`src/rtl/bcd_display_scanner.sv`:
```
// Four-digit multiplexed BCD display driver: accepts a 14-bit binary value,
// converts it with a sequential double-dabble, and scans the result digit by digit.
module bcd_display_scanner #(
    parameter int unsigned SCAN_DIV = 1000,
    parameter bit          BLANK_LZ = 1'b1
) (
    input  logic        clk,
    input  logic        rst,
    input  logic        in_valid,
    output logic        in_ready,
    input  logic [13:0] in_value,
    output logic        ovf,
    output logic [3:0]  digit_out,
    output logic [3:0]  digit_sel
);

    localparam logic [0:0]  IDLE     = 1'b0;
    localparam logic [0:0]  CONV     = 1'b1;
    localparam logic [13:0] MAX_VAL  = 14'd9999;
    localparam logic [15:0] DIV_LAST = 16'(SCAN_DIV - 1);
    localparam logic [3:0]  LAST_BIT = 4'd13;

    logic [0:0]  state_q, state_d;
    logic [13:0] bin_q, bin_d;
    logic [15:0] bcd_q, bcd_d;
    logic [3:0]  cnt_q, cnt_d;
    logic [15:0] disp_q, disp_d;
    logic        ovf_q, ovf_d;
    logic [15:0] presc_q, presc_d;
    logic [1:0]  idx_q, idx_d;

    logic [15:0] bcd_adj;
    logic [29:0] dabble;
    logic [3:0]  blank;

    // Add-3 correction on every BCD group ahead of the shift.
    generate
        for (genvar gi = 0; gi < 4; gi++) begin : g_adj
            assign bcd_adj[gi*4 +: 4] = (bcd_q[gi*4 +: 4] >= 4'd5) ?
                                        (bcd_q[gi*4 +: 4] + 4'd3) : bcd_q[gi*4 +: 4];
        end
    endgenerate

    assign dabble = {bcd_adj, bin_q} << 1;

    always_comb begin
        state_d = state_q;
        bin_d   = bin_q;
        bcd_d   = bcd_q;
        cnt_d   = cnt_q;
        disp_d  = disp_q;
        ovf_d   = ovf_q;
        case (state_q)
            IDLE: begin
                if (in_valid) begin
                    state_d = CONV;
                    bin_d   = (in_value > MAX_VAL) ? MAX_VAL : in_value;
                    ovf_d   = (in_value > MAX_VAL);
                    bcd_d   = 16'h0000;
                    cnt_d   = 4'd0;
                end
            end
            CONV: begin
                bin_d = dabble[13:0];
                bcd_d = dabble[29:14];
                cnt_d = cnt_q + 4'd1;
                // The last shift result goes straight to the display on the same edge.
                if (cnt_q == LAST_BIT) begin
                    disp_d  = dabble[29:14];
                    state_d = IDLE;
                end
            end
            default: state_d = IDLE;
        endcase
    end

    always_comb begin
        presc_d = presc_q + 16'd1;
        idx_d   = idx_q;
        if (presc_q == DIV_LAST) begin
            presc_d = 16'd0;
            idx_d   = idx_q + 2'd1;
        end
    end

    always_ff @(posedge clk or posedge rst) begin
        if (rst) begin
            state_q <= IDLE;
            bin_q   <= 14'd0;
            bcd_q   <= 16'd0;
            cnt_q   <= 4'd0;
            disp_q  <= 16'd0;
            ovf_q   <= 1'b0;
            presc_q <= 16'd0;
            idx_q   <= 2'd0;
        end else begin
            state_q <= state_d;
            bin_q   <= bin_d;
            bcd_q   <= bcd_d;
            cnt_q   <= cnt_d;
            disp_q  <= disp_d;
            ovf_q   <= ovf_d;
            presc_q <= presc_d;
            idx_q   <= idx_d;
        end
    end

    // A digit is blank when it and every more significant digit are zero.
    assign blank[0] = 1'b0;
    generate
        for (genvar gi = 1; gi < 4; gi++) begin : g_blank
            assign blank[gi] = BLANK_LZ && (disp_q[15:gi*4] == '0);
        end
    endgenerate

    assign in_ready  = (state_q == IDLE);
    assign ovf       = ovf_q;
    assign digit_sel = 4'b0001 << idx_q;
    assign digit_out = blank[idx_q] ? 4'hF : disp_q[{idx_q, 2'b00} +: 4];

endmodule

```
`config.mk`:
```
export PLATFORM = sky130hd
export DESIGN_NAME = bcd_display_scanner
export DESIGN_NICKNAME = d
export VERILOG_FILES = /design/src/rtl/bcd_display_scanner.sv
export SDC_FILE = /design/constraint.sdc
export NUM_CORES = 1
export LEC_CHECK = 0
export CAP_MARGIN = 40
export CORE_MARGIN = 4
export CORE_UTILIZATION = 58
export DETAILED_ROUTE_END_ITERATION = 7
export GPL_TIMING_DRIVEN = 1
export PLACE_DENSITY = 0.85
export RECOVER_POWER = 25
export SYNTH_ARGS = -nofsm -noshare
export SYNTH_HDL_FRONTEND = slang
export SYNTH_SLANG_ARGS = --single-unit
```
`constraint.sdc`:
```
create_clock -name clk -period 2.7 [get_ports clk]
set_input_delay 0.27 -clock clk [delete_from_list [all_inputs] [get_ports clk]]
set_output_delay 0.27 -clock clk [all_outputs]
set_load 0.1 [all_outputs]
```
---- After elaboration in Yosys (flattened, before gate mapping) ----
Index checks and enable logic that the tools add are counted.
operators by class
  $add $sub $neg .......................... 7
  bitwise gates (word level) .............. 1
  mux-type cells .......................... 18
  equal/unequal tests ..................... 3
  $lt $le $gt $ge ......................... 6
  shifts and indexed selects .............. 2
  reduce and logical (&&, ||, !) cells .... 5
operators by type and width
  operator               number
  $mux 16                2
  $pmux 16 s2            1
  $mux 14                2
  $pmux 14 s2            1
  $mux 4                 5
  $add 16x1->16 const B  1
  $eq 16x10->1 const B   1
  $ge 4x3->1 const B     4
  $shiftx 16x5->4        1
  $gt 14x14->1 const B   1
  $add 4x2->4 const B    3
  $logic_not 12->1       1
  $logic_not 8->1        1
  $pmux 4 s2             1
  $add 4x1->4 const B    1
  $eq 4x4->1 const B     1
  $logic_not 4->1        1
  $reduce_and 2->1       2
  $shl 1x2->4 const A    1
  $add 3x2->3 const B    1
  $lt 2x3->1 const B     1
  $mux 1                 3
  $mux 3                 1
  $add 2x1->2 const B    1
  4 further kinds        4
storage, ports and cells
  input port bits ......................... 17
  flip-flop bits (word level) ............. 70
  word-level logic and storage cells ...... 50

---- Depth between registers and ports, before layout ----
  depth in word-level cells ............... 4
  mapped depth ............................ 7

---- Least setup slack after synthesis ----
No wires, ideal clock.
  path type ............................... register to output
  start point ............................. register idx_q[0]
  end point ............................... output digit_out[1]
  path slack .............................. 0.797 ns
  data required time ...................... 2.430 ns
  path buffers ............................ 1
  cell stages (with the launch flop) ...... 4
  data arrival time ....................... 1.633 ns
  path through ............................ dfrtp_1 clkbuf_1 mux4_2 or2_2
on the way
  cells in the longest elaborated chain, start to end .. 3
  elaborated cells on any way between the ends .. 4
  those cells by class .................... shift: 1; mux: 3
ends and longest elaborated chain
  item                                                     RTL line  source
  from (decl)                                              30        logic [1:0] idx_q, idx_d;
  from (signal assigned)                                   104       idx_q <= idx_d;
  branches (longest 2 deep; another with $shiftx 16x5->4)  --
  $mux 4 (*)                                               119       assign digit_out = blank[idx_q] ? 4'hF : disp_q[{idx_q, 2'b00} +: 4];
  to (decl)                                                13        output logic [3:0] digit_out,
Mark *: on every way between the ends. The select of a mux whose other input is x is not followed.

---- Worst setup path after layout ----
  start point ............................. register idx_q[0]
  end point ............................... output digit_out[0]
The elaborated chain is that of the path after synthesis.

==> run_results.csv <==
group,metric,value,unit
outcome,outcome,"finished clean",
critical_path,critPathMaxStageDelay,0.56,ns
sta,finalCriticalPeriod,2.25,ns
clocking,clockBufferDepth,2,
global_routing,globalRouteOverflowTotal,0,
yosys,synth_seq_area_share,49.1,%
sta,fin_crit_sh,83.4,%
cells_and_area,nets,416,
yosys,synthMuxAreaShare,6.49,%
critical_path,r2r-end,"disp_q[8]",
sta,maxSlewViolCount,0,
sta,max_freq,444,MHz
yosys,synth.cell_area,3570,µm²
route,drtIter0Drc,167,
global_routing,antenna_found_initial,0,
yosys,synthTopCellsByArea,"dfrtp_1, o21ai_0, ha_1",
route,wl_per_cell,14.9,µm
critical_path,cp.required,2.43,ns
cells_and_area,final_cell_area,4050,µm²
power,ir_drop,0.828,mV
sta,rsz0062_at_grt,"false",
power,powerDensity,1010,nW/µm²
yosys,synth.distinct_cells,42,
place,place_area,3890,µm²
yosys,ys.flop_type,"dfrtp_1",
sta,finalHoldViolations,0,
yosys,synth_adder_area_share,5.26,%
route,ant_nets,0,
clocking,tritoncts,"built",
die,core_area,5960,µm²
critical_path,cp_max_fo,9,
cells_and_area,syn2layout_area_growth,13.6,%
critical_path,reg2reg_depth,4,
critical_path,start_kind,"flip-flop",
die,chipHeight,86.4,µm
min_path,hold_path.startpoint,"bin_q[8]",
route,first_pass_iters,4,
cells_and_area,filler_cell_count,468,
clocking,root_buffer,"clkbuf_8",
global_routing,grt_pass1_wl,11.7,mm
yosys,synthSimpleGateAreaFrac,18.0,%
clocking,cts.htree.levels,3,
sta,final.setup.tns,0,ns
yosys,synth_nets,390,
yosys,yosys_register_bits,70,
critical_path,slowest_stage,"dfrtp_1",
sta,skew,0.0112,ns
yosys,syn_avg_cell_area,9.96,µm²
critical_path,cp_cell_sequence,"mux4_2, or2_2, buf_4",
global_routing,grt_usage,19.9,%
clocking,post_cts_buffers,0,
route,vias_per_cell,5.77,
yosys,synth-async-reset-ratio,100,%
clocking,cts.sink_count,70,
clocking,clk_latency,0.34,ns
critical_path,crit_type,"reg -> out",
min_path,hold_path_class,"reg -> reg",
global_routing,grt_pass1_vias,2520,
min_path,min_to,"bin_q[9]",
min_path,whs_path_depth,2,
die,rows,28,
die,io_pins,27,
place,post-dp-hpwl,4.90,mm
flow_run,max_cap_violations,0,
clocking,cts_made_buffers,9,
critical_path,r2r_start,"state_q",
yosys,synth_xor_area_share,4.17,%
clocking,clk_pin_slew,0.08,ns
critical_path,r2r_slack,0.73,ns
route,wirelength,6.90,mm
global_routing,grt_max_degree,49,
die,initial_core_util,59.9,%
yosys,netlist_instances,358,
yosys,synth_top_family_by_area,"simple AND/OR/NAND/NOR gates",
cells_and_area,diodes,0,
yosys,synth_edf_count,0,
sta,worst_slew_pin_slew,1.14,ns
power,p_leak,1.79,nW
critical_path,end_kind,"primary output",
place,portBuffers,26,
clocking,hold_buffers,0,
yosys,ys_warn_count,0,
clocking,cts_resized,0,
critical_path,crit_arrival,1.98,ns
yosys,synth.most_common_cell,"dfrtp_1",
yosys,synth_top_cells_by_count,"dfrtp_1, nand2_1, o21ai_0",
die,fp.dieW,86.4,µm
yosys,yosysTopAreaCellShare,49.1,%
cells_and_area,drive_above_1_share,13.2,%
yosys,yosys.area.top_type,"dfrtp_1",
sta,setup_viol,0,
place,place.gp.congestion,0.850,
sta,holdWs,0.484,ns
route,drcViolationCount,0,
die,die_area,7470,µm²
yosys,synth-compound-area-share,12.8,%
sta,maxSlewHeadroom,23.8,%
route,vias,2666,
==> report_power, final <==
part           switching, mW  total [mW]  internal, mW
Sequential             0.301        1.70          1.40
Clock                  0.355       0.753         0.398
Combinational          0.962        1.64         0.677
==> kinds of logic (layout without fill, tap and decap cells) <==
logic type	count (synthesis)	after routing
AOI/OAI and AO/OA	82	82
xor gates and xnor gates	17	17
adders and majority gates	15	15
buffers and inverters	37	66
DFF	70	70
muxes	17	17
and+or+nand+nor	120	120
==> registers in the layout, indices dropped and copies added (netlist names) <==
name	cells
state_q	1
presc_q	16
bcd_q	16
bin_q	14
ovf	1
cnt_q	4
idx_q	2
disp_q	16
==> routing by layer <==
| metal | share of wire, % | up-vias | global-route usage [%] |
|---|---|---|---|
| li1 | - | 1309 | - |
| met1 | 44 | 1287 | 25.6 |
| met2 | 49 | 59 | 31.7 |
| met3 | 5.6 | 11 | 6.37 |
| met4 | 1.5 | 0 | 7.37 |
| met5 | 0 | - | 0 |
==> through the flow <==
step                      setup slack [ns]  utilization (%)  instances  power [mW]
after CTS                            0.422             68.3        462        4.11
final                                0.447             68.1        462        4.09
after global placement               0.698             65.4        448        3.24
after detailed placement             0.691             65.4        448        3.35
after global routing                 0.148             68.1        462        4.39
after floorplan                      0.662                -        358        2.93
==> placed cells by master (no fill, tap or decap), types with 2 or more instances in the layout <==
master,instances
mux2_2,9
nor3_1,8
mux4_2,4
xor2_1,6
a21boi_0,2
a21o_1,3
ha_1,15
o221ai_1,2
o22ai_1,15
xnor2_1,11
nand2b_1,7
nand2_1,45
nor2_1,11
buf_4,14
clkbuf_8,12
dfrtp_1,70
o21ai_0,40
nor3b_1,9
nand3b_1,4
inv_1,20
nand4_1,4
clkdlybuf4s50_1,15
or3_1,3
nor4_1,5
or2_2,5
mux2i_1,4
a21oi_1,15
nand3_1,9
nor2b_1,2
==> cell type report <==
class / count / area, µm² / share of cell area, %
clock buffers: 13 / 169 / 4.17
clock inverters: 1 / 5.00 / 0.123
inverters: 20 / 75.1 / 1.85
multi-input cells: 251 / 1670 / 41.2
flip-flops and latches: 70 / 1750 / 43.2
well taps: 75 / 93.8 / 2.31
repair buffers: 32 / 290 / 7.16
==> worst max-delay path by stage <==
stage | startpoint | endpoint | slack, ns | depth (start not counted)
after detailed placement | in_value[13] | bin_q[4] | 0.69 | 5
after floorplan | rst | bcd_q[0] | 0.66 | 1
after global routing | rst | bcd_q[11] | 0.15 | 3
after CTS | idx_q[0] | digit_out[1] | 0.42 | 5
after global placement | in_value[13] | bin_q[4] | 0.70 | 5
final | idx_q[0] | digit_out[0] | 0.45 | 3
==> worst max-delay path, delay by kind of cell, from the launching register on <==
kind | cells | cell delay, ns
buffers and inverters | 1 | 0.23
muxes | 1 | 0.56
and+or+nand+nor | 1 | 0.28
DFF | 1 | 0.56
Power figures use the tool's default switching activity.
